===== src/rtl/time_syn_rx.sv =====
// Time-sync RX frame parser: classifies 8-beat AXIS frames by preamble, commits beat-1 time
// with arrival stamp. Optional exact-length check enabled by TIME_SYN_RX_LEN_CHECK_EN.
module time_syn_rx #(
  parameter int          P_FRAME_LEN  = 8,
  parameter logic [63:0] P_TS_PRE     = 64'h66,
  parameter logic [63:0] P_STD_PRE    = 64'h88,
  parameter logic [63:0] P_RETURN_PRE = 64'h55
) (
  input  logic        i_clk,
  input  logic        i_rst,
  input  logic [63:0] i_local_time,
  input  logic        i_rx_axis_tvalid,
  input  logic [63:0] i_rx_axis_tdata,
  input  logic        i_rx_axis_tlast,
  input  logic [7:0]  i_rx_axis_tkeep,
  input  logic        i_rx_axis_tuser,
  output logic        o_recv_ts_valid,
  output logic        o_recv_std_valid,
  output logic        o_recv_return_valid,
  output logic [63:0] o_recv_time,
  output logic [63:0] o_arrival_time,
  output logic [15:0] o_drop_cnt
);

  typedef enum logic [1:0] {IDLE, PAYLOAD, DRAIN, DROP} state_t;
  typedef enum logic [1:0] {T_TS, T_STD, T_RET, T_NONE} ftype_t;

  state_t      state, state_nxt;
  ftype_t      frm_type, pre_type;
  logic [63:0] time_cand, arr_cand;
  logic [15:0] beat_cnt, beat_inc;
  logic        frm_bad, keep_ok, len_ok, beat, commit, discard;

  assign beat     = i_rx_axis_tvalid;
  assign keep_ok  = (i_rx_axis_tkeep == 8'hff);
  assign beat_inc = (beat_cnt == 16'hffff) ? beat_cnt : beat_cnt + 16'd1;

  always_comb begin
    pre_type = T_NONE;
    if      (i_rx_axis_tdata == P_TS_PRE)     pre_type = T_TS;
    else if (i_rx_axis_tdata == P_STD_PRE)    pre_type = T_STD;
    else if (i_rx_axis_tdata == P_RETURN_PRE) pre_type = T_RET;
  end

  // beat_inc is the total length including the current (tlast) beat
`ifdef TIME_SYN_RX_LEN_CHECK_EN
  assign len_ok = (beat_inc == 16'(P_FRAME_LEN));
`else
  assign len_ok = (beat_inc >= 16'd2);
`endif

  always_ff @(posedge i_clk or posedge i_rst) begin
    if (i_rst) state <= IDLE;
    else       state <= state_nxt;
  end

  always_comb begin
    state_nxt = state;
    commit    = 1'b0;
    discard   = 1'b0;
    case (state)
      IDLE: if (beat) begin
        if (i_rx_axis_tlast)       discard   = 1'b1;
        else if (pre_type != T_NONE) state_nxt = PAYLOAD;
        else                       state_nxt = DROP;
      end
      PAYLOAD: if (beat) begin
        if (i_rx_axis_tlast) begin
          discard   = 1'b1;
          state_nxt = IDLE;
        end else state_nxt = DRAIN;
      end
      DRAIN: if (beat && i_rx_axis_tlast) begin
        state_nxt = IDLE;
        if (!frm_bad && keep_ok && !i_rx_axis_tuser && len_ok) commit  = 1'b1;
        else                                                   discard = 1'b1;
      end
      DROP: if (beat && i_rx_axis_tlast) begin
        discard   = 1'b1;
        state_nxt = IDLE;
      end
      default: state_nxt = IDLE;
    endcase
  end

  always_ff @(posedge i_clk or posedge i_rst) begin
    if (i_rst) begin
      frm_type            <= T_NONE;
      time_cand           <= '0;
      arr_cand            <= '0;
      beat_cnt            <= '0;
      frm_bad             <= 1'b0;
      o_recv_ts_valid     <= 1'b0;
      o_recv_std_valid    <= 1'b0;
      o_recv_return_valid <= 1'b0;
      o_recv_time         <= '0;
      o_arrival_time      <= '0;
      o_drop_cnt          <= '0;
    end else begin
      o_recv_ts_valid     <= 1'b0;
      o_recv_std_valid    <= 1'b0;
      o_recv_return_valid <= 1'b0;
      if (state == IDLE && beat && !i_rx_axis_tlast && pre_type != T_NONE) begin
        frm_type <= pre_type;
        arr_cand <= i_local_time;
        frm_bad  <= !keep_ok;
        beat_cnt <= 16'd1;
      end
      if (state == PAYLOAD && beat && !i_rx_axis_tlast) begin
        time_cand <= i_rx_axis_tdata;
        frm_bad   <= frm_bad | !keep_ok;
        beat_cnt  <= beat_inc;
      end
      if (state == DRAIN && beat) begin
        frm_bad  <= frm_bad | !keep_ok;
        beat_cnt <= beat_inc;
      end
      if (commit) begin
        o_recv_time         <= time_cand;
        o_arrival_time      <= arr_cand;
        o_recv_ts_valid     <= (frm_type == T_TS);
        o_recv_std_valid    <= (frm_type == T_STD);
        o_recv_return_valid <= (frm_type == T_RET);
      end
      if (discard && o_drop_cnt != 16'hffff) o_drop_cnt <= o_drop_cnt + 16'd1;
    end
  end

endmodule


===== config.mk =====
export PLATFORM = sky130hd
export DESIGN_NAME = time_syn_rx
export DESIGN_NICKNAME = d
export VERILOG_FILES = /design/src/rtl/time_syn_rx.sv
export SDC_FILE = /design/constraint.sdc
export NUM_CORES = 1
export LEC_CHECK = 0
export ABC_AREA = 1
export CELL_PAD_IN_SITES_DETAIL_PLACEMENT = 1
export CELL_PAD_IN_SITES_GLOBAL_PLACEMENT = 1
export CORE_MARGIN = 8
export CORE_UTILIZATION = 42
export CTS_BUF_LIST = sky130_fd_sc_hd__clkbuf_4
export CTS_CLUSTER_SIZE = 14
export DETAILED_ROUTE_END_ITERATION = 8
export PLACE_DENSITY = 0.93
export SETUP_SLACK_MARGIN = 0.3
export SYNTH_ARGS = -nofsm -noshare
export SYNTH_HDL_FRONTEND = slang
export SYNTH_SLANG_ARGS = --single-unit

===== constraint.sdc =====
create_clock -name i_clk -period 19.3 [get_ports i_clk]
set_input_delay 3.86 -clock i_clk [delete_from_list [all_inputs] [get_ports i_clk]]
set_output_delay 3.86 -clock i_clk [all_outputs]
set_load 0.05 [all_outputs]

# --- Yosys cells after proc, flatten, opt, wreduce, memory -nomap -nowiden ---
# Index checks and enable logic that the tools add are counted.
totals:
  output_inout_bits: 147
  ff_bits: 296
  input_bits: 141
  word_cells: 82
classes:
  eq_ne: 16
  muxes: 29
  order_cmp: 1
  n_addsub: 2
  n_reduce_logical: 21
  bitwise: 1
ops:
  columns: ["cell", "n"]
  rows:
  - ["equality test 64 x 7 -> 1 bit, second input constant", 2]
  - ["equality test 64 x 8 -> 1 bit, second input constant", 1]
  - ["2-to-1 mux 16 bit", 4]
  - ["adder 16 x 1 -> 16 bit, second input constant", 2]
  - ["equality test 16 bit, second input constant", 1]
  - [">= comparator 16 x 2 -> 1 bit, second input constant", 1]
  - ["2-to-1 mux 2 bit", 8]
  - ["inequality test 16 bit, second input constant", 1]
  - ["2-to-1 mux 1 bit", 15]
  - ["logical AND 1 bit", 11]
  - ["equality test 8 bit, second input constant", 1]
  - ["inequality test 2 bit, second input constant", 4]
  - ["equality test 2 bit, second input constant", 3]
  - ["one-hot mux 2 bit (3 select lines)", 1]
  - ["equality test 2 x 1 -> 1 bit, second input constant", 2]
  - ["zero test 1 bit", 4]
  - ["zero test 2 bit", 2]
  - ["AND reduction 4 bit", 1]
  - ["OR reduction 2 bit", 2]
  - ["one-hot mux 1 bit (3 select lines)", 1]
  - ["nonzero test 3 bit", 1]
  - ["inequality test 2 x 1 -> 1 bit, second input constant", 1]
  - ["bitwise OR 1 bit", 1]

# --- Depth between registers and ports, before layout ---
# Gate-level depths: netlist of run 1.
logic_depth:
  ltp_word: 9
  mapped_depth: 17

# --- Least setup slack after synthesis of run 1 ---
# No wires, ideal clock.
synth_path:
  path_type: "in2reg"
  from: "in i_rx_axis_tkeep[6]"
  to: "reg o_arrival_time[9]"
  arrival_ps: 5299
  n_path_buf: 2
  path_slack_ps: 13935
  cell_stages: 7
  required_ps: 19234
  setup_ps: 66
  path_cell_list: "nand4_1 or2_1 nor4_2 clkbuf_1 clkbuf_1 nand4_1 nand2_1"
synth_via:
  elab_chain_len: 7
synth_rtl:
  columns: ["item", "line_no", "source"]
  rows:
  - ["start, declared", "15", "input logic [7:0] i_rx_axis_tkeep,"]
  - ["equality test 8 bit", "35", "assign keep_ok = (i_rx_axis_tkeep == 8'hff);"]
  - ["logical AND 1 bit (3 in series)", "75", "if (!frm_bad && keep_ok && !i_rx_axis_tuser && len_ok) commit = 1'b1;"]
  - ["2-to-1 mux 1 bit", "75", null]
  - ["2-to-1 mux 1 bit", "73", "DRAIN: if (beat && i_rx_axis_tlast) begin"]
  - ["2-to-1 mux 1 bit", "61", "case (state)"]
  - ["end signal, assigned", "120", "o_arrival_time <= arr_cand;"]
  - ["end, declared", "21", "output logic [63:0] o_arrival_time,"]
# Every way passes these cells.
# A chain may end at the register's enable or synchronous reset.

# --- Worst setup path after layout of run 1 ---
layout_path:
  from: "in i_rx_axis_tlast"
  to: "reg arr_cand[42]"
layout_via:
  elab_chain_len: 3
layout_rtl:
  columns: ["item", "line_no", "source"]
  rows:
  - ["start, declared", "14", "input logic i_rx_axis_tlast,"]
  - ["zero test 1 bit", "103", "if (state == IDLE && beat && !i_rx_axis_tlast && pre_type != T_NONE) begin"]
  - ["logical AND 1 bit (2 in series)", "103", null]
  - ["end signal, assigned", "105", "arr_cand <= i_local_time;"]
  - ["end, declared", "30", "logic [63:0] time_cand, arr_cand;"]
# Every way passes these cells.

==> flow_summary.toml, run 1 <==
[status]
status = "complete, no violations"

[die]
coreArea_um2 = 30350
floorplan.die.width_um = 190.9
pin_count = 288
die_height_um = 190.9
design.die.area_um2 = 36430
initial_utilization_pct = 42.32
core.rowCount = 64

[timing]
worst-slew-pin-transition_ns = 1.163
finalSetupViolCount = 0
timing_max_transition_violations_final = 0
setup_repair_after_global_routing_missed_its_margin = "no"
timing.slew.headroom_pct = 22.49
whs_ns = 0.4742
timing.final.hold_violations = 0
period_share_pct = 34.70
fmax_mhz = 149.3
fin_worst_skew_ns = 0.07551
fin_setup_tns_ns = 0
fin_crit_ns = 6.697

[logic_synthesis]
register_area_share_after_synthesis_pct = 57.70
synth.net_count = 1624
async_flop_share_pct = 100.0
yosys.area_share.simple_pct = 29.92
synth_cell_type_count = 38
synth-warning-count = 0
ys.flop_type = "sky130_fd_sc_hd__dfrtp_1"
syn-cell-area_um2 = 12840
synth_seq_cells = 296
synth_top_family_by_area = "simple AND/OR/NAND/NOR gates"
yosys.area_share.adder_pct = 0.1949
edff_count_synth = 0
area_fraction_in_compound_gates_after_synthesis_pct = 3.644
syn_inst = 1481
avgSynthCellArea_um2 = 8.671
post_synth_mux_area_share_pct = 0.8769
yosys.area_share.xor_xnor_pct = 1.023

[routing]
antenna_violating_nets_post_route = 0
finalWirelength_mm = 44.26
drt_first_pass_iters = 5
initialDrtViolationCount = 851
detailroute.via_count = 11954
drt-wirelength-per-cell_um = 19.85
avgViaCountPerCell = 5.361
route.detailed.drc = 0

[clock_network]
cts_tree = "done"
cts_h_tree_depth = 3
total_setup_buffers_inserted_after_cts = 0
cts_hold_buffers = 0
cts.sink_count = 296
clk_pin_slew_ns = 0.06
cts_max_path_buffers = 3
cts-root-buf = "sky130_fd_sc_hd__clkbuf_4"
quantity_of_gates_resized_following_cts = 0
numCtsBuffers = 80
clk-insertion-delay-late_ns = 0.70

[critical_path]
delay_heaviest_family_cp = "buffers and inverters"
cp.required_ns = 19.88
cp-end-kind = "flip-flop"
critical_path_peak_fanout = 69
max_stage_delay_ns = 0.90
critical_path.cell_chain = "clkdlybuf4s50_1, nand2_1, inv_4, o22ai_1, nor2_1, o211ai_1, buf_4, inv_2, nand2_1, nand2_1"
timing.critical_path.slowest_stage_cell = "sky130_fd_sc_hd__inv_2"
cp_num_buf_inv = 4
arrival_time_of_data_at_the_critical_path_endpoint_ns = 7.28
critPathLaunchType = "primary input"
timing.setup.critical_path_class = "in2reg"
critPathMostFrequentCell = "sky130_fd_sc_hd__nand2_1"

[pwr]
static-leakage-power_nw = 8.642
worst_ir_drop_vdd_v = 0.00005548
pwr_density_cell_nw_per_um2 = 95.64

[global_routing]
first_global_vias = 13078
grt_pass1_wl_mm = 70.26
grt-ovfl-total = 0
grt_use_total_pct = 23.85
initial_antenna_violation_count = 3
largest_net_degree_at_the_start_of_global_routing = 143

[cells_and_area]
layout_commonest_cell = "sky130_fd_sc_hd__nand2_1"
post_layout_nets = 1916
drive_above_1_share_pct = 9.279
flow.area_growth_from_synthesis_pct = 31.37
layout_common_cells = "611 x sky130_fd_sc_hd__nand2_1, 294 x sky130_fd_sc_hd__dfrtp_1, 287 x sky130_fd_sc_hd__clkdlybuf4s50_1"
multiInputGateArea_um2 = 4603
filler_cell_count = 3521
area_used_by_sequential_logic_in_the_layout_um2 = 7410

[job]
drv.max_cap_violation_count = 0

[worst_hold_path]
min-delay-path-class = "reg2reg"

[placement]
gp_congestion = 0.8463
dp_hpwl_mm = 29.24
port-buffer-count = 287
[cells in the mapped netlist (7+ instances only)]
cell type | count | area [µm²]
sky130_fd_sc_hd__o22ai_1 | 7 | 43.79
sky130_fd_sc_hd__dfrtp_1 | 294 | 7357
sky130_fd_sc_hd__buf_2 | 13 | 65.06
sky130_fd_sc_hd__nor4_1 | 8 | 50.05
sky130_fd_sc_hd__clkbuf_1 | 51 | 191.4
sky130_fd_sc_hd__nor2_1 | 41 | 153.9
sky130_fd_sc_hd__inv_1 | 102 | 382.9
sky130_fd_sc_hd__xor2_1 | 13 | 113.9
sky130_fd_sc_hd__nand3_1 | 41 | 205.2
sky130_fd_sc_hd__nand2_1 | 612 | 2297
sky130_fd_sc_hd__o21ai_0 | 71 | 355.3
sky130_fd_sc_hd__mux2_2 | 10 | 112.6
sky130_fd_sc_hd__nand4_1 | 155 | 969.7
sky130_fd_sc_hd__buf_6 | 13 | 146.4
[flip-flops by register name, indices dropped and copies added (netlist names)]
register             flops
arr_cand                64
o_recv_ts_valid          1
o_recv_return_valid      1
frm_type                 2
time_cand               64
o_arrival_time          64
o_recv_time             64
state                    2
o_drop_cnt              16
beat_cnt                16
frm_bad                  1
o_recv_std_valid         1
[where the power goes]
| group | switching [mW] | internal (mW) |
|---|---|---|
| registers | 0.0581 | 0.700 |
| clock network | 0.263 | 0.293 |
| logic | 0.198 | 0.101 |
| total | 0.519 | 1.09 |
[area by class of cell]
class                   count  area share, %
well taps                 396          2.937
diodes                      2        0.02966
multi-input cells         993          27.28
inverters                 106          2.418
flip-flops and latches    296          43.92
repair buffers            296          17.43
clock buffers             125          5.562
clock inverters            16         0.4227
[logic make-up (layout without fill, tap and decap cells)]
group                      after synthesis  after routing
and+or+nand+nor                        877            877
DFF                                    296            296
buffers and inverters                  192            543
AOI/OAI and AO/OA                       89             89
xor gates and xnor gates                15             15
muxes                                   10             10
adders and majority gates                2              2
other                                    0              2
[worst reg2reg max path: stages, from the launching register on]
cell                      delay (ns)
sky130_fd_sc_hd__dfrtp_1        0.41
sky130_fd_sc_hd__ha_1           0.26
sky130_fd_sc_hd__nand2_2        0.10
sky130_fd_sc_hd__nor2_4         0.05
sky130_fd_sc_hd__nand2_4        0.11
sky130_fd_sc_hd__inv_1          0.06
sky130_fd_sc_hd__nand2_1        0.32
sky130_fd_sc_hd__nand2_1        0.14
sky130_fd_sc_hd__nor2_1         0.12
sky130_fd_sc_hd__nand2_1        0.07
sky130_fd_sc_hd__nor2_2         0.13
sky130_fd_sc_hd__nand3_4        0.60
sky130_fd_sc_hd__nand3_4        0.63
sky130_fd_sc_hd__buf_4          0.92
sky130_fd_sc_hd__nand2_1        0.22
sky130_fd_sc_hd__nand2_1        0.15
[through the flow]
step                      cell area, µm²  power (mW)  instances  util [%]  setup WS, ns
after floorplan                    12840      0.9552       1481         -         7.267
after global placement             15860       1.039       2087     52.25         12.06
after detailed placement           15860       1.063       2087     52.25         11.84
after CTS                          16870       1.630       2228     55.57         12.60
after global routing               16870       1.702       2230     55.59         12.28
final                              16870       1.613       2230     55.59         12.60
[final timing paths]
| check | from | endpoint | slack, ns | depth (start not counted) |
|---|---|---|---|---|
| worst max-delay path | i_rx_axis_tlast | arr_cand[42] | 12.60 | 10 |
| worst min-delay path | o_arrival_time[8] | o_arrival_time[8] | 0.47 | 2 |
| worst max register to register | beat_cnt[0] | o_recv_time[18] | 14.93 | 15 |
| worst min register to register | o_arrival_time[8] | o_arrival_time[8] | 0.47 | 2 |
| max in group asynchronous | i_rst | time_cand[24] | 12.95 | 4 |
| min in group asynchronous | i_rst | o_arrival_time[21] | 3.82 | 2 |
[metal layers]
metal	track usage (%)	part of all wire, %
met1	29.05	41
met2	40.21	49
met3	6.712	7.0
met4	7.876	2.3
met5	0	0.025
(Power assumes the default switching activity.)
==> run 2, diff against run 1 <==
--- a/config.mk
+++ b/config.mk
@@ -9,11 +9,11 @@
 export CELL_PAD_IN_SITES_DETAIL_PLACEMENT = 1
 export CELL_PAD_IN_SITES_GLOBAL_PLACEMENT = 1
 export CORE_MARGIN = 8
-export CORE_UTILIZATION = 42
+export CORE_UTILIZATION = 35
 export CTS_BUF_LIST = sky130_fd_sc_hd__clkbuf_4
 export CTS_CLUSTER_SIZE = 14
 export DETAILED_ROUTE_END_ITERATION = 8
-export PLACE_DENSITY = 0.93
+export PLACE_DENSITY = 0.83
 export SETUP_SLACK_MARGIN = 0.3
 export SYNTH_ARGS = -nofsm -noshare
 export SYNTH_HDL_FRONTEND = slang
==> constraint.sdc (replaced) <==
create_clock -name i_clk -period 5.6 [get_ports i_clk]
set_input_delay 1.12 -clock i_clk [delete_from_list [all_inputs] [get_ports i_clk]]
set_output_delay 1.12 -clock i_clk [all_outputs]
set_load 0.05 [all_outputs]
==> run 2 against run 1 <==
Compared with the run above: sequential power rose to 3.5 times the previous value; hold slack got worse by 0.0040 ns; first-iteration DRC count decreased by 29%; via count fell by 1.7%; sequential cell count unchanged; clock power increased to 3.9 times the previous value; final cell count grew 3.6%; largest cell class unchanged; sequential share of layout area is 0.71 points lower; combinational power increased to 3.4 times the previous value; non-clock buffer count rose by 1; critical path depth is 5 higher; critical endpoint is now o_arrival_time[44]; count of clock-buffer cells in the layout decreased by 4.
==> flow_summary.toml, run 2 (synthesis results as in run 1) <==
[status]
status = "complete, no violations"

[routing]
finalWirelength_mm = 43.72
drt-wirelength-per-cell_um = 18.93
initialDrtViolationCount = 602
drt_first_pass_iters = 5
avgViaCountPerCell = 5.085
detailroute.via_count = 11747
route.detailed.drc = 0
antenna_violating_nets_post_route = 0

[die]
core.rowCount = 70
initial_utilization_pct = 35.33
die_height_um = 207.6
coreArea_um2 = 36350
design.die.area_um2 = 43080
pin_count = 288
floorplan.die.width_um = 207.6

[pwr]
static-leakage-power_nw = 8.721
pwr_density_cell_nw_per_um2 = 339.6
p_total_mw = 5.823
switching_power_mw = 1.841
comb_power_share_pct = 17.6
netSwitchingFraction_pct = 31.61
worst_ir_drop_vdd_v = 0.0002184
seqPwrFrac_pct = 45.0
clock_power_share_pct = 37.4
internal_power_mw = 3.982

[clock_network]
cts.sink_count = 296
cts_tree = "done"
clk_pin_slew_ns = 0.07
clk-insertion-delay-late_ns = 0.76
numCtsBuffers = 85
cts_hold_buffers = 0
quantity_of_gates_resized_following_cts = 0
cts_h_tree_depth = 3
cts-root-buf = "sky130_fd_sc_hd__clkbuf_4"
total_setup_buffers_inserted_after_cts = 0
cts_max_path_buffers = 3

[placement]
dp_hpwl_mm = 29.04
port-buffer-count = 287
gp_congestion = 0.8140
placed_cells_incl_taps = 2160
place_worst_setup_slack_ns = 1.223
placedInstanceArea_um2 = 16000

[cells_and_area]
post-route-cell-area_um2 = 17150
finish.cell_count_without_fillers = 2310
layout_commonest_cell = "sky130_fd_sc_hd__nand2_1"
flow.area_growth_from_synthesis_pct = 33.53
filler_cell_count = 4278
area_used_by_sequential_logic_in_the_layout_um2 = 7410
drive_above_1_share_pct = 9.190
post_layout_nets = 1922
layout_common_cells = "611 x sky130_fd_sc_hd__nand2_1, 294 x sky130_fd_sc_hd__dfrtp_1, 287 x sky130_fd_sc_hd__clkdlybuf4s50_1"
multiInputGateArea_um2 = 4603

[critical_path]
timing.critical_path.slowest_stage_cell = "sky130_fd_sc_hd__nand3_4"
delay_heaviest_family_cp = "simple AND/OR/NAND/NOR gates"
timing.setup.critical_path_class = "reg2reg"
critPathLaunchType = "flip-flop"
critical_path_peak_fanout = 76
max_stage_delay_ns = 0.77
cp_num_buf_inv = 2
arrival_time_of_data_at_the_critical_path_endpoint_ns = 4.57
cp.required_ns = 6.26
critical_path.cell_chain = "ha_1, nand2_2, nor2_4, nand2_4, inv_1, nand2_1, nand2_1, nor2_1, nand2_1, nor2_2, nand3_4, nand3_4, buf_12, nand2_1, nand2_1"
critPathMostFrequentCell = "sky130_fd_sc_hd__nand2_1"
cp-end-kind = "flip-flop"

[timing]
finalSetupViolCount = 0
timing.slew.headroom_pct = 22.08
fmax_mhz = 256.1
final_critical_path_setup_slack_ns = 1.695
worst-slew-pin-transition_ns = 1.169
fin_setup_tns_ns = 0
fin_crit_ns = 3.905
timing.final.hold_violations = 0
fin_worst_skew_ns = 0.04638
timing_max_transition_violations_final = 0
period_share_pct = 69.73
setup_repair_after_global_routing_missed_its_margin = "no"

[job]
drv.max_cap_violation_count = 0

[global_routing]
grt-ovfl-total = 0
first_global_vias = 12817
largest_net_degree_at_the_start_of_global_routing = 156
grt_use_total_pct = 20.07
initial_antenna_violation_count = 4
grt_pass1_wl_mm = 70.73

[worst_hold_path]
min-delay-path-class = "reg2reg"
run 2: area by class of cell:
class / instances / share of cell area (%)
antenna: 3 / 0.04378
tap: 468 / 3.415
multi-input combinational: 993 / 26.84
timing repair buffer: 297 / 17.48
sequential: 296 / 43.21
clock inverter: 26 / 1.357
inverter: 106 / 2.357
clock buffer: 121 / 5.297
run 2: tightest hold or removal path, cell delays in order (launching register included):
cell and delay [ns]:
sky130_fd_sc_hd__dfrtp_1 0.34, sky130_fd_sc_hd__nand2_1 0.05, sky130_fd_sc_hd__nand2_1 0.05
run 2: per-layer routing:
metal	up-vias	wire, µm	GRT usage (%)
met5	-	17	0
met4	2	1046	7.715
met3	66	2607	5.254
met2	337	20960	32.67
met1	5888	19090	25.34
li1	5454	-	-
run 2: final timing paths:
path,startpoint,end,slack [ns],cells past startpoint
worst min register to register,o_arrival_time[7],o_arrival_time[7],0.47,2
max in group asynchronous,i_rst,o_recv_time[14],3.85,3
worst max-delay path,beat_cnt[0],o_arrival_time[44],1.70,15
worst max register to register,beat_cnt[0],o_arrival_time[44],1.70,15
worst min-delay path,o_arrival_time[7],o_arrival_time[7],0.47,2
min in group asynchronous,i_rst,o_arrival_time[26],0.96,3
run 2: metrics by stage:
stage               utilization (%)  hold slack [ns]
finish                        47.18           0.4703
CTS                           47.16           0.4737
global route                  47.18           0.4951
floorplan                         -           0.4494
detailed placement            44.02           0.4588
global placement              44.02           0.4538
run 2: power groups by stage:
stage                     registers (mW)  logic [mW]  clock network, mW
after floorplan                     2.63       0.663                  0
after global placement              2.62       0.988                  0
after detailed placement            2.65        1.03                  0
after CTS                           2.62        1.04               2.25
after global routing                2.65        1.14               2.36
final                               2.62        1.02               2.18
==> run 3, diff against run 2 <==
==> constraint.sdc (replaced) <==
create_clock -name i_clk -period 3.2 [get_ports i_clk]
set_input_delay 0.64 -clock i_clk [delete_from_list [all_inputs] [get_ports i_clk]]
set_output_delay 0.64 -clock i_clk [all_outputs]
set_load 0.05 [all_outputs]
==> run 3 against run 2 <==
Compared with the run above: global-route usage up 0.18 points; non-clock buffer count up 28; wire length up 2.1%; clock skew up 0.026 ns; count of clock-buffer cells in the layout up 9; setup slack worse by 1.2 ns.
==> flow_summary.toml, run 3 (synthesis results as in run 1) <==
[routing]
antenna_violating_nets_post_route = 0
met3_wirelength_mm = 2.993
route.detailed.drc = 0
drt_first_pass_iters = 4
detailroute.via_count = 11880
detail_route.wirelength.met1_mm = 19.11
drt-wirelength-per-cell_um = 19.12
met2_routed_wirelength_mm = 21.58
avgViaCountPerCell = 5.090
max_used_layer = "met5"
initialDrtViolationCount = 567
finalWirelength_mm = 44.62

[critical_path]
timing.rr.end = "o_arrival_time[51]"
cp-end-kind = "flip-flop"
regToRegStartpoint = "beat_cnt[0]"
crit_path_start = "beat_cnt[0]"
cp.required_ns = 3.83
critical_path_peak_fanout = 43
timing.setup.critical_path_class = "reg2reg"
ff2ff_setup_slack_ns = 0.48
critPathLaunchType = "flip-flop"
r2r.worst_path.cells = 15
arrival_time_of_data_at_the_critical_path_endpoint_ns = 3.34

[job]
drv.max_cap_violation_count = 0

[die]
design.die.area_um2 = 43080
initial_utilization_pct = 35.33
floorplan.die.width_um = 207.6
pin_count = 288
die_height_um = 207.6
core.rowCount = 70
coreArea_um2 = 36350

[status]
status = "complete, no violations"

[global_routing]
largest_net_degree_at_the_start_of_global_routing = 101
grt_pass1_wl_mm = 71.43
grt_use_total_pct = 20.25
grt-ovfl-total = 0
initial_antenna_violation_count = 3
first_global_vias = 13055

[timing]
finalSetupViolCount = 0
timing.final.hold_violations = 0
timing.slew.headroom_pct = 51.11
final_critical_path_setup_slack_ns = 0.4849
fin_worst_skew_ns = 0.07286
worst-slew-pin-transition_ns = 0.7334
fmax_mhz = 368.3
period_share_pct = 84.85
fin_crit_ns = 2.715
timing_max_transition_violations_final = 0
setup_repair_after_global_routing_missed_its_margin = "no"

[worst_hold_path]
min-delay-path-class = "in2async"

[clock_network]
cts_tree = "done"
numCtsBuffers = 85
clk_pin_slew_ns = 0.06
cts_h_tree_depth = 3
cts.sink_count = 296
cts_max_path_buffers = 3
clk-insertion-delay-late_ns = 0.76
cts-root-buf = "sky130_fd_sc_hd__clkbuf_4"
cts_hold_buffers = 0

[pwr]
worst_ir_drop_vdd_v = 0.0002998
static-leakage-power_nw = 8.902
pwr_density_cell_nw_per_um2 = 576.9

[cells_and_area]
layout_commonest_cell = "sky130_fd_sc_hd__nand2_1"
flow.area_growth_from_synthesis_pct = 35.79
post_layout_nets = 1950
drive_above_1_share_pct = 11.11
layout_common_cells = "610 x sky130_fd_sc_hd__nand2_1, 294 x sky130_fd_sc_hd__dfrtp_1, 287 x sky130_fd_sc_hd__clkdlybuf4s50_1"
post-route-cell-area_um2 = 17440
finish.cell_count_without_fillers = 2334

[placement]
gp_congestion = 0.8283
port-buffer-count = 287
place_worst_setup_slack_ns = 0.2156
placed_cells_incl_taps = 2185
dp_hpwl_mm = 29.88
placedInstanceArea_um2 = 16310
-- run 3: cell types whose count changed in the layout (fill, tap and decap cells not counted), moves of 2 or more --
cell,change
sky130_fd_sc_hd__clkinv_2,+2
sky130_fd_sc_hd__buf_4,+16
sky130_fd_sc_hd__bufinv_16,-4
sky130_fd_sc_hd__clkbuf_4,+9
sky130_fd_sc_hd__clkinv_1,-12
sky130_fd_sc_hd__buf_12,+9
sky130_fd_sc_hd__inv_2,+2
-- run 3: where the power goes --
part	internal (mW)	total, mW	switching [mW]
clock	1.91	3.55	1.64
combinational	0.714	1.93	1.21
sequential	4.22	4.58	0.354
total	6.85	10.1	3.21
-- run 3: repair_timing --
| item | 4_1_cts | 5_1_grt |
|---|---|---|
| endpoints found under the hold margin | 0 | 0 |
| gates cloned | 0 | 1 |
| gates resized for setup | 3 | 2 |
| buffers inserted | 0 | 2 |
| pin swaps | 0 | 1 |
| endpoints found under the setup margin | 128 | 130 |
-- run 3: stage by stage --
stage | hold WS, ns | utilization [%] | total power [mW] | setup TNS, ns
detailed placement | 0.4572 | 44.88 | 6.525 | 0
finish | 0.2517 | 47.98 | 10.06 | 0
CTS | 0.1797 | 47.84 | 10.17 | 0
global route | 0.2057 | 47.98 | 10.64 | 0
floorplan | 0.4494 | - | 5.762 | -403.26
global placement | 0.4539 | 44.88 | 6.412 | 0
-- run 3: worst max-delay path, stage by stage, from the launching register on --
cell and delay [ns]:
sky130_fd_sc_hd__dfrtp_1 0.41, sky130_fd_sc_hd__ha_1 0.26, sky130_fd_sc_hd__nand2_2 0.10, sky130_fd_sc_hd__nor2_4 0.06, sky130_fd_sc_hd__nand2_4 0.11, sky130_fd_sc_hd__inv_1 0.07
sky130_fd_sc_hd__nand2_2 0.22, sky130_fd_sc_hd__nand2_1 0.12, sky130_fd_sc_hd__nor2_1 0.12, sky130_fd_sc_hd__nand2_1 0.08, sky130_fd_sc_hd__nor2_2 0.16, sky130_fd_sc_hd__nand3_4 0.17
sky130_fd_sc_hd__nand3_4 0.21, sky130_fd_sc_hd__clkbuf_16 0.30, sky130_fd_sc_hd__nand2_1 0.09, sky130_fd_sc_hd__nand2_1 0.08
-- run 3: metal layers --
| layer | up-vias | global-route usage (%) |
|---|---|---|
| li1 | 5507 | - |
| met1 | 5944 | 24.85 |
| met2 | 359 | 33.89 |
| met3 | 68 | 6.325 |
| met4 | 2 | 5.940 |
| met5 | - | 0 |
-- run 3: cell type report --
class	count	area, µm²
flip-flops and latches	296	7410
multi-input cells	993	4606
fillers	4247	18910
well taps	468	585.6
clock buffers	130	975.9
repair buffers	325	3366
inverters	106	404.1
clock inverters	14	86.33
diodes	2	5.005
-- run 3: worst max-delay path by stage --
stage | slack, ns | endpoint
2_1_floorplan | -1.37 | arr_cand[0]
3_3_place_gp | 0.32 | o_arrival_time[47]
3_5_place_dp | 0.22 | o_arrival_time[9]
4_1_cts | 0.33 | o_arrival_time[12]
5_1_grt | 0.32 | o_arrival_time[12]
6_report | 0.48 | o_arrival_time[51]
